==> src/rtl/pwm_capture_mode_pkg.sv <==
// Shared PWM definitions: capture FSM state encoding and the default
// input synchronizer depth used by all PWM input blocks.
package pwm_pkg;

    typedef enum logic [1:0] {
        IDLE = 2'd0,
        ARM  = 2'd1,
        HIGH = 2'd2,
        LOW  = 2'd3
    } cap_state_e;

    localparam int unsigned SYNC_STAGES_DEFAULT = 2;

endpackage

==> src/rtl/pwm_capture_mode_if.sv <==
// Capture control and result signals; master drives enable/pwm and reads
// the measurement results, slave is the capture block itself.
interface pwm_capture_mode_if #(
    parameter int unsigned Resolution = 16
);
    logic                  enable_i;
    logic                  pwm_i;
    logic [Resolution-1:0] high_count_o;
    logic [Resolution-1:0] period_count_o;
    logic                  valid_o;
    logic                  overflow_o;
    logic                  level_o;

    modport master (
        output enable_i, pwm_i,
        input  high_count_o, period_count_o, valid_o, overflow_o, level_o
    );

    modport slave (
        input  enable_i, pwm_i,
        output high_count_o, period_count_o, valid_o, overflow_o, level_o
    );
endinterface

==> src/rtl/pwm_capture_mode_input_sync.sv <==
// Multi-flop synchronizer for an asynchronous input plus single-cycle
// rise/fall detection on the synchronized level.
module pwm_input_sync
    import pwm_pkg::*;
#(
    parameter int unsigned SyncStages = SYNC_STAGES_DEFAULT
) (
    input  logic clk_i,
    input  logic rst_i,
    input  logic async_i,
    output logic level_o,
    output logic rise_o,
    output logic fall_o
);
    logic [SyncStages-1:0] sync_q;
    logic                  prev_q;

    always_ff @(posedge clk_i or posedge rst_i) begin
        if (rst_i) begin
            sync_q <= '0;
            prev_q <= 1'b0;
        end else begin
            sync_q <= {sync_q[SyncStages-2:0], async_i};
            prev_q <= sync_q[SyncStages-1];
        end
    end

    assign level_o = sync_q[SyncStages-1];
    assign rise_o  = level_o & ~prev_q;
    assign fall_o  = ~level_o & prev_q;
endmodule

==> src/rtl/pwm_capture_mode.sv <==
// PWM input capture: measures high time and period of pwm_i in clk_i cycles
// between consecutive rising edges, with saturation-based overflow detection.
module pwm_capture_mode
    import pwm_pkg::*;
#(
    parameter int unsigned Resolution = 16,
    parameter int unsigned SyncStages = SYNC_STAGES_DEFAULT
) (
    input logic               clk_i,
    input logic               rst_i,
    pwm_capture_mode_if.slave cap
);
    logic level, rise, fall;

    pwm_input_sync #(.SyncStages(SyncStages)) u_sync (
        .clk_i   (clk_i),
        .rst_i   (rst_i),
        .async_i (cap.pwm_i),
        .level_o (level),
        .rise_o  (rise),
        .fall_o  (fall)
    );

    cap_state_e            state_q, state_d;
    logic [Resolution-1:0] cnt_q, cnt_d;
    logic [Resolution-1:0] hi_tmp_q, hi_tmp_d;
    logic [Resolution-1:0] high_q, high_d;
    logic [Resolution-1:0] period_q, period_d;
    logic                  valid_q, valid_d;
    logic                  ovf_q, ovf_d;
    logic                  cnt_sat;

    assign cnt_sat = &cnt_q;

    always_ff @(posedge clk_i or posedge rst_i) begin
        if (rst_i) begin
            state_q  <= IDLE;
            cnt_q    <= '0;
            hi_tmp_q <= '0;
            high_q   <= '0;
            period_q <= '0;
            valid_q  <= 1'b0;
            ovf_q    <= 1'b0;
        end else begin
            state_q  <= state_d;
            cnt_q    <= cnt_d;
            hi_tmp_q <= hi_tmp_d;
            high_q   <= high_d;
            period_q <= period_d;
            valid_q  <= valid_d;
            ovf_q    <= ovf_d;
        end
    end

    always_comb begin
        state_d  = state_q;
        cnt_d    = cnt_sat ? cnt_q : cnt_q + 1'b1;
        hi_tmp_d = hi_tmp_q;
        high_d   = high_q;
        period_d = period_q;
        valid_d  = 1'b0;
        ovf_d    = 1'b0;
        if (rise) begin
            cnt_d = Resolution'(1);
        end

        if (!cap.enable_i) begin
            state_d  = IDLE;
            cnt_d    = '0;
            hi_tmp_d = '0;
        end else begin
            unique case (state_q)
                IDLE: begin
                    cnt_d   = '0;
                    state_d = ARM;
                end
                ARM: begin
                    if (rise) state_d = HIGH;
                end
                HIGH: begin
                    if (fall) begin
                        hi_tmp_d = cnt_q;
                        state_d  = LOW;
                    end else if (!rise && cnt_sat) begin
                        ovf_d   = 1'b1;
                        state_d = ARM;
                    end
                end
                LOW: begin
                    if (rise) begin
                        period_d = cnt_q;
                        high_d   = hi_tmp_q;
                        valid_d  = 1'b1;
                        state_d  = HIGH;
                    end else if (!fall && cnt_sat) begin
                        ovf_d   = 1'b1;
                        state_d = ARM;
                    end
                end
                default: state_d = IDLE;
            endcase
        end
    end

    assign cap.high_count_o   = high_q;
    assign cap.period_count_o = period_q;
    assign cap.valid_o        = valid_q;
    assign cap.overflow_o     = ovf_q;
    assign cap.level_o        = level;
endmodule
==> src/flat_wrapper.sv <==
// flat-port wrapper written by rule: the top's interface ports become plain ports
module pwm_capture_mode_flat import pwm_pkg::*;
#(
    parameter int unsigned Resolution = 16,
    parameter int unsigned SyncStages = SYNC_STAGES_DEFAULT
)
  (clk_i, rst_i, cap_enable_i, cap_pwm_i, cap_high_count_o, cap_period_count_o, cap_valid_o, cap_overflow_o, cap_level_o);
  pwm_capture_mode_if #(.Resolution(Resolution)) cap_i ();
  input logic clk_i;
  input logic rst_i;
  input wire logic [$bits(cap_i.enable_i)-1:0] cap_enable_i;
  input wire logic [$bits(cap_i.pwm_i)-1:0] cap_pwm_i;
  output wire logic [$bits(cap_i.high_count_o)-1:0] cap_high_count_o;
  output wire logic [$bits(cap_i.period_count_o)-1:0] cap_period_count_o;
  output wire logic [$bits(cap_i.valid_o)-1:0] cap_valid_o;
  output wire logic [$bits(cap_i.overflow_o)-1:0] cap_overflow_o;
  output wire logic [$bits(cap_i.level_o)-1:0] cap_level_o;
  assign cap_i.enable_i = cap_enable_i;
  assign cap_i.pwm_i = cap_pwm_i;
  assign cap_high_count_o = cap_i.high_count_o;
  assign cap_period_count_o = cap_i.period_count_o;
  assign cap_valid_o = cap_i.valid_o;
  assign cap_overflow_o = cap_i.overflow_o;
  assign cap_level_o = cap_i.level_o;
  pwm_capture_mode #(.Resolution(Resolution), .SyncStages(SyncStages)) u_core (.clk_i(clk_i), .rst_i(rst_i), .cap(cap_i));
endmodule
==> config.mk <==
export PLATFORM = sky130hd
export DESIGN_NAME = pwm_capture_mode_flat
export DESIGN_NICKNAME = d
export VERILOG_FILES = /design/src/rtl/pwm_capture_mode_pkg.sv /design/src/rtl/pwm_capture_mode_if.sv /design/src/rtl/pwm_capture_mode_input_sync.sv /design/src/rtl/pwm_capture_mode.sv /design/src/flat_wrapper.sv
export SDC_FILE = /design/constraint.sdc
export NUM_CORES = 1
export LEC_CHECK = 0
export ABC_AREA = 1
export ABC_CLOCK_PERIOD_IN_PS = 3100
export BUFFER_PORTS_ARGS = -buffer_cell sky130_fd_sc_hd__buf_2
export CAP_MARGIN = 20
export CORE_AREA = 2 2 70 89
export CTS_CLUSTER_DIAMETER = 100
export DETAILED_ROUTE_END_ITERATION = 16
export DIE_AREA = 0 0 72 91
export PLACE_DENSITY_LB_ADDON = 0.15
export SLEW_MARGIN = 40
export SYNTH_ARGS = -nofsm -noshare
export SYNTH_HDL_FRONTEND = slang
export SYNTH_SLANG_ARGS = --single-unit
==> constraint.sdc <==
create_clock -name clk_i -period 3.1 [get_ports clk_i]
set_input_delay 0.465 -clock clk_i [delete_from_list [all_inputs] [get_ports clk_i]]
set_output_delay 0.465 -clock clk_i [all_outputs]
set_load 0.01 [all_outputs]
# Yosys cells after proc, flatten, opt, wreduce, memory -nomap -nowiden
# Cells that the tools add are included.
[op_classes]
n_addsub = 1
eq_ne = 9
muxes = 23
bitwise = 4
n_reduce_logical = 9
[ops]
columns = ["op", "n"]
rows = [
  ["$mux 16", 7],
  ["$add 16x1->16 const B", 1],
  ["$reduce_and 16->1", 1],
  ["$mux 2", 6],
  ["$mux 1", 8],
  ["$ne 4x2->1 const B", 2],
  ["$pmux 2 s4", 1],
  ["$reduce_and 3->1", 2],
  ["$eq 2x2->1 const B", 2],
  ["$ne 2x1->1 const B", 2],
  ["$ne 4x3->1 const B", 1],
  ["$ne 3x2->1 const B", 1],
  ["$and 1x1->1", 2],
  ["$eq 2x1->1 const B", 1],
  ["$logic_and 1x1->1", 2],
  ["$logic_not 1->1", 2],
  ["$logic_not 2->1", 1],
  ["$not 1->1", 2],
  ["$pmux 1 s2", 1],
  ["$reduce_and 2->1", 1],
]
[totals]
ff_bits = 71
out_inout_bits = 35
wordCells = 55

# Longest topological paths before layout
[depth]
depth_word = 8
depth_mapped = 10
depth_no_buf = 10

# Modules after synthesis
# Synthesis repeated with hierarchy kept, for this count alone.
[hier_totals]
cells_unflattened = 331
hier_area_um2 = 3100.5
[by_module_without_submodules]
columns = ["module", "instances", "cells_per_inst", "area_per_inst_um2", "seq_area_each_um2"]
rows = [
  ["pwm_capture_mode", 1, 323, 3006.6, 1701.6],
  ["pwm_input_sync", 1, 8, 93.8, 75.1],
]

# Worst setup path before layout
# Ideal clock, no wire load.
[synth_path]
path_kind = "register to register"
start = "register u_core.cnt_q[0]"
end = "register u_core.state_q[1]"
setup_time_ns = 0.117
arrival_ns = 1.309
required_ns = 2.983
slack_ns = 1.674
path_stages_with_launch = 11
path_buffers = 0
synth_period_minus_slack_ns = 1.426
path_cell_list = "dfrtp_1 > ha_1 > nand2_2 > nor2_2 > nand2_4 > nor2_8 > nand3_1 > nand2_1 > nand2_1 > nand2_1 > nand2_1"
[synth_via]
elab_chain_cells = 4
[synth_rtl]
columns = ["element", "line_no", "text"]
rows = [
  ["start, declared", "pwm_capture_mode.sv:25", "logic [Resolution-1:0] cnt_q, cnt_d;"],
  ["start signal, assigned", "pwm_capture_mode.sv:46", "cnt_q <= cnt_d;"],
  ["$reduce_and 16->1 *", "pwm_capture_mode.sv:33", "assign cnt_sat = &cnt_q;"],
  ["$logic_and 1x1->1, on equally long branches", "pwm_capture_mode.sv:95, pwm_capture_mode.sv:84", ""],
  ["$ne 4x2->1 (no line)", "-", ""],
  ["$reduce_and 3->1 (no line) *", "-", ""],
  ["end signal, assigned", "pwm_capture_mode.sv:45", "state_q <= state_d;"],
  ["end, declared", "pwm_capture_mode.sv:24", "cap_state_e state_q, state_d;"],
]
# Every way passes the cells marked *; elsewhere a longest branch is shown, timed or not.
# A chain may end at the register's enable or synchronous reset.

# Final worst setup path
[layout_path]
start = "register u_core.u_sync.sync_q[1]"
end = "register u_core.hi_tmp_q[15]"
[layout_via]
elab_chain_cells = 4
[layout_rtl]
columns = ["element", "line_no", "text"]
rows = [
  ["start, declared", "pwm_capture_mode_input_sync.sv:15", "logic [SyncStages-1:0] sync_q;"],
  ["start signal, assigned", "pwm_capture_mode_input_sync.sv:23", "sync_q <= {sync_q[SyncStages-2:0], async_i};"],
  ["$not 1->1", "pwm_capture_mode_input_sync.sv:30", "assign fall_o = ~level_o & prev_q;"],
  ["$and 1x1->1", "pwm_capture_mode_input_sync.sv:30", ""],
  ["$ne 2x1->1 (no line)", "-", ""],
  ["$reduce_and 2->1 (no line)", "-", ""],
  ["end signal, assigned", "pwm_capture_mode.sv:47", "hi_tmp_q <= hi_tmp_d;"],
  ["end, declared", "pwm_capture_mode.sv:26", "logic [Resolution-1:0] hi_tmp_q, hi_tmp_d;"],
]
# No other way between the ends.

==> metrics.md <==
| Metric | Value |
|---|---|
| Run status | `completed` |
| Min cycle time layout | `1.73 ns` |
| Critical Path Start Type | `flop` |
| Number of global-route vias before repair | `between 2,000 and 2,500` |
| FF+latch count, synth | `71` |
| Drt wl/cell | `between 10 and 15 um` |
| RSZ-0062 raised after global routing | `false` |
| Share of cells above drive strength 1 | `21.7%` |
| CTS H-tree lvls | `3` |
| R2R depth | `5` |
| Max Freq | `0.578 GHz` |
| Crit-path max FO | `16` |
| Root Driver | `clkbuf_8` |
| ANT cells | `0` |
| Setup slack after layout | `1.37 ns` |
| Maximum VDD drop | `0.327 mV` |
| CTS tree | `built` |
| First-pass GRT wire length | `9940 um` |
| PortBufs | `38` |
| Mean Syn Cell Area | `9.22 sq um` |
| Core area | `5700 sq um` |
| Synth warn | `0` |
| GR Overflow Total | `0` |
| Post-Syn Nets | `336` |
| Pin count of the biggest net entering global routing | `72` |
| DR DRC count | `0` |
| Power density over cell area | `between 500 and 600 nW/um^2` |
| Worst Hold Class | `in -> async` |
| Die Span X | `roughly 72 um` |
| Pre-Repair DR Iteration Count | `4` |
| Clock Pin Slew Worst Setup and Hold Paths | `0.07 ns` |
| Area of the die | `6550 sq um` |
| # clock sinks | `71` |
| Mapped cell area | `slightly above 3000 sq um` |
| LEAKAGE | `between 1.5 and 2 nW` |
| Final setup vio count | `0` |
| Reg-to-reg setup timing slack | `1.37 ns` |
| Max_slew headroom | `54.4%` |
| Sw Ratio | `24.9%` |
| Hpwl dp | `~4000 um` |
| CTS max path bufs | `2` |
| Total GRT Usage | `between 10% and 20%` |
| DR iter-0 viols | `222` |
| Setup clock skew after layout | `0.00820 ns` |
| I/O pin count | `39` |
| Slew Viols, Final | `0` |
| Post-route setup TNS | `0 ns` |
| Vias per std cell | `5.14` |
| CTS buffer count | `9` |
| Most frequent cells in the layout | `dfrtp_1, nand2_1, inv_1` |
| Initial Utilization | `53.5%` |
| Final design utilization | `61.0%` |
| Initial antenna violation count | `0` |
| Cell variety after synth | `34` |
| Hold buffer count at CTS | `0` |
| Critical Path RT | `3.28 ns` |
| Post-route ant nets | `0` |
| Register area share after synthesis | `between 50 and 60%` |
| Primary FF master, synth | `dfrtp_1` |
| Post-layout net count | `375` |
| Clock latency on the worst-skew pair | `0.34 ns` |
| Part of the cycle the worst path needs | `55.8%` |
| WHS | `0.191 ns` |
| Synth-to-layout area growth | `13.9%` |
| Reg power frac | `a little over half` |
| Internal | `0.00134 W` |
| Cts repair resizes | `0` |
| Max_cap viols | `0` |
| Postcts setup bufs | `0` |
| Die height | `91 um` |
| Final-report hold violation count | `0` |
| Logic gate share of total power | `6.9%` |
| Worst slew pin tran | `between 0.6 and 0.7 ns` |
| Clk pwr share | `39.5%` |
| DRT Wirelength | `5830 um` |
| Number of fill cells | `roughly 500` |
| Most common cell after layout, fill and taps aside | `dfrtp_1` |
| Crit Path Class | `reg -> reg` |
| Worst setup EP type | `flop` |
| Post-Syn Instances | `331` |
| Post-synth EDFFs | `0` |
| Via count | `between 2,000 and 2,500` |
| Gp weighted congestion | `0.886` |
| Async SR Flop Fraction | `100%` |
| Worst path arrival time | `~1.9 ns` |
| Dpl ws | `1.38 ns` |
| Rows | `31` |
| Net Switching | `approximately 0.00045 W` |
==> cell families after synthesis <==
group	count (synthesis)	synth area share (%)
and+or+nand+nor	123	19.8
AOI/OAI and AO/OA	71	12.7
DFF	71	58.2
buffers and inverters	64	8.61
xor gates and xnor gates	1	0.287
adders and majority gates	1	0.410
==> stage by stage <==
step                      cell area [sq um]  power, W  cells
after floorplan                        3050   0.00107    331
after CTS                              3480   0.00181    440
after detailed placement               3290   0.00110    425
after global placement                 3290   0.00110    425
after global routing                   3480   0.00186    440
final                                  3480   0.00179    440
==> cells in the mapped netlist (2+ instances only) <==
cell type	n	area, sq um
nand3_1	11	55.1
nor2_4	3	33.8
inv_2	2	7.51
nor3_1	3	15.0
inv_1	50	188
nor2_1	17	63.8
a21oi_1	9	45.0
nor2_2	4	25.0
o22ai_1	16	100
dfrtp_1	71	1780
nand4_1	6	37.5
buf_2	7	35.0
o21ai_1	4	20.0
nand2_2	8	50.1
o21ai_0	38	190
nand3_2	2	20.0
nand2_1	62	233
nand2_4	2	22.5
==> path summary, 6_finish.rpt <==
check                                                             to                              start
setup reg to reg                     u_core.hi_tmp_q[15]$_DFFE_PP0P_  u_core.u_sync.sync_q[1]$_DFF_PP0_
min in group clk_i                 u_core.u_sync.sync_q[0]$_DFF_PP0_                          cap_pwm_i
max in group asynchronous   u_core.cap.period_count_o[1]$_DFFE_PP0P_                              rst_i
setup / recovery                     u_core.hi_tmp_q[15]$_DFFE_PP0P_  u_core.u_sync.sync_q[1]$_DFF_PP0_
hold reg to reg                    u_core.u_sync.sync_q[1]$_DFF_PP0_  u_core.u_sync.sync_q[0]$_DFF_PP0_
hold / removal             u_core.cap.period_count_o[14]$_DFFE_PP0P_                              rst_i
==> metal layers <==
layer | track usage (%) | part of all wire (%)
met1 | 26.4 | 48
met2 | 29.7 | 46
met3 | 5.33 | 4.6
met4 | 8.49 | 1.6
met5 | 0 | 0
==> state kept, by name (all words and copies together) (netlist names) <==
| register | cells |
|---|---|
| u_core.cap.valid_o | 1 |
| u_core.u_sync.prev_q | 1 |
| u_core.cap.high_count_o | 16 |
| u_core.cnt_q | 16 |
| u_core.u_sync.sync_q | 2 |
| u_core.cap.period_count_o | 16 |
| u_core.cap.overflow_o | 1 |
| u_core.hi_tmp_q | 16 |
| u_core.state_q | 2 |
==> power groups by stage <==
stage / Clock (W) / Sequential, W / Combinational (W)
after floorplan: 0 / 0.000979 / 0.0000909
final: 0.000707 / 0.000961 / 0.000123
after global placement: 0 / 0.000978 / 0.000122
after global routing: 0.000755 / 0.000964 / 0.000142
after CTS: 0.000719 / 0.000961 / 0.000125
after detailed placement: 0 / 0.000979 / 0.000125
==> cell type report <==
class / count / area [sq um] / share of cell area [%]
inverters: 53 / 200 / 5.76
multi-input cells: 196 / 1020 / 29.4
clock buffers: 9 / 124 / 3.56
well taps: 66 / 82.6 / 2.37
clock inverters: 6 / 62.6 / 1.80
flip-flops and latches: 71 / 1780 / 51.1
repair buffers: 39 / 210 / 6.05
==> critical path: stages, from the launching register on <==
cell and delay (ns):
dfrtp_1 0.40, inv_1 0.12, nand2_1 0.13, nor3_2 0.18, or2_1 0.58, o22ai_1 0.15
No activity file was read; power rests on OpenSTA's default activity.
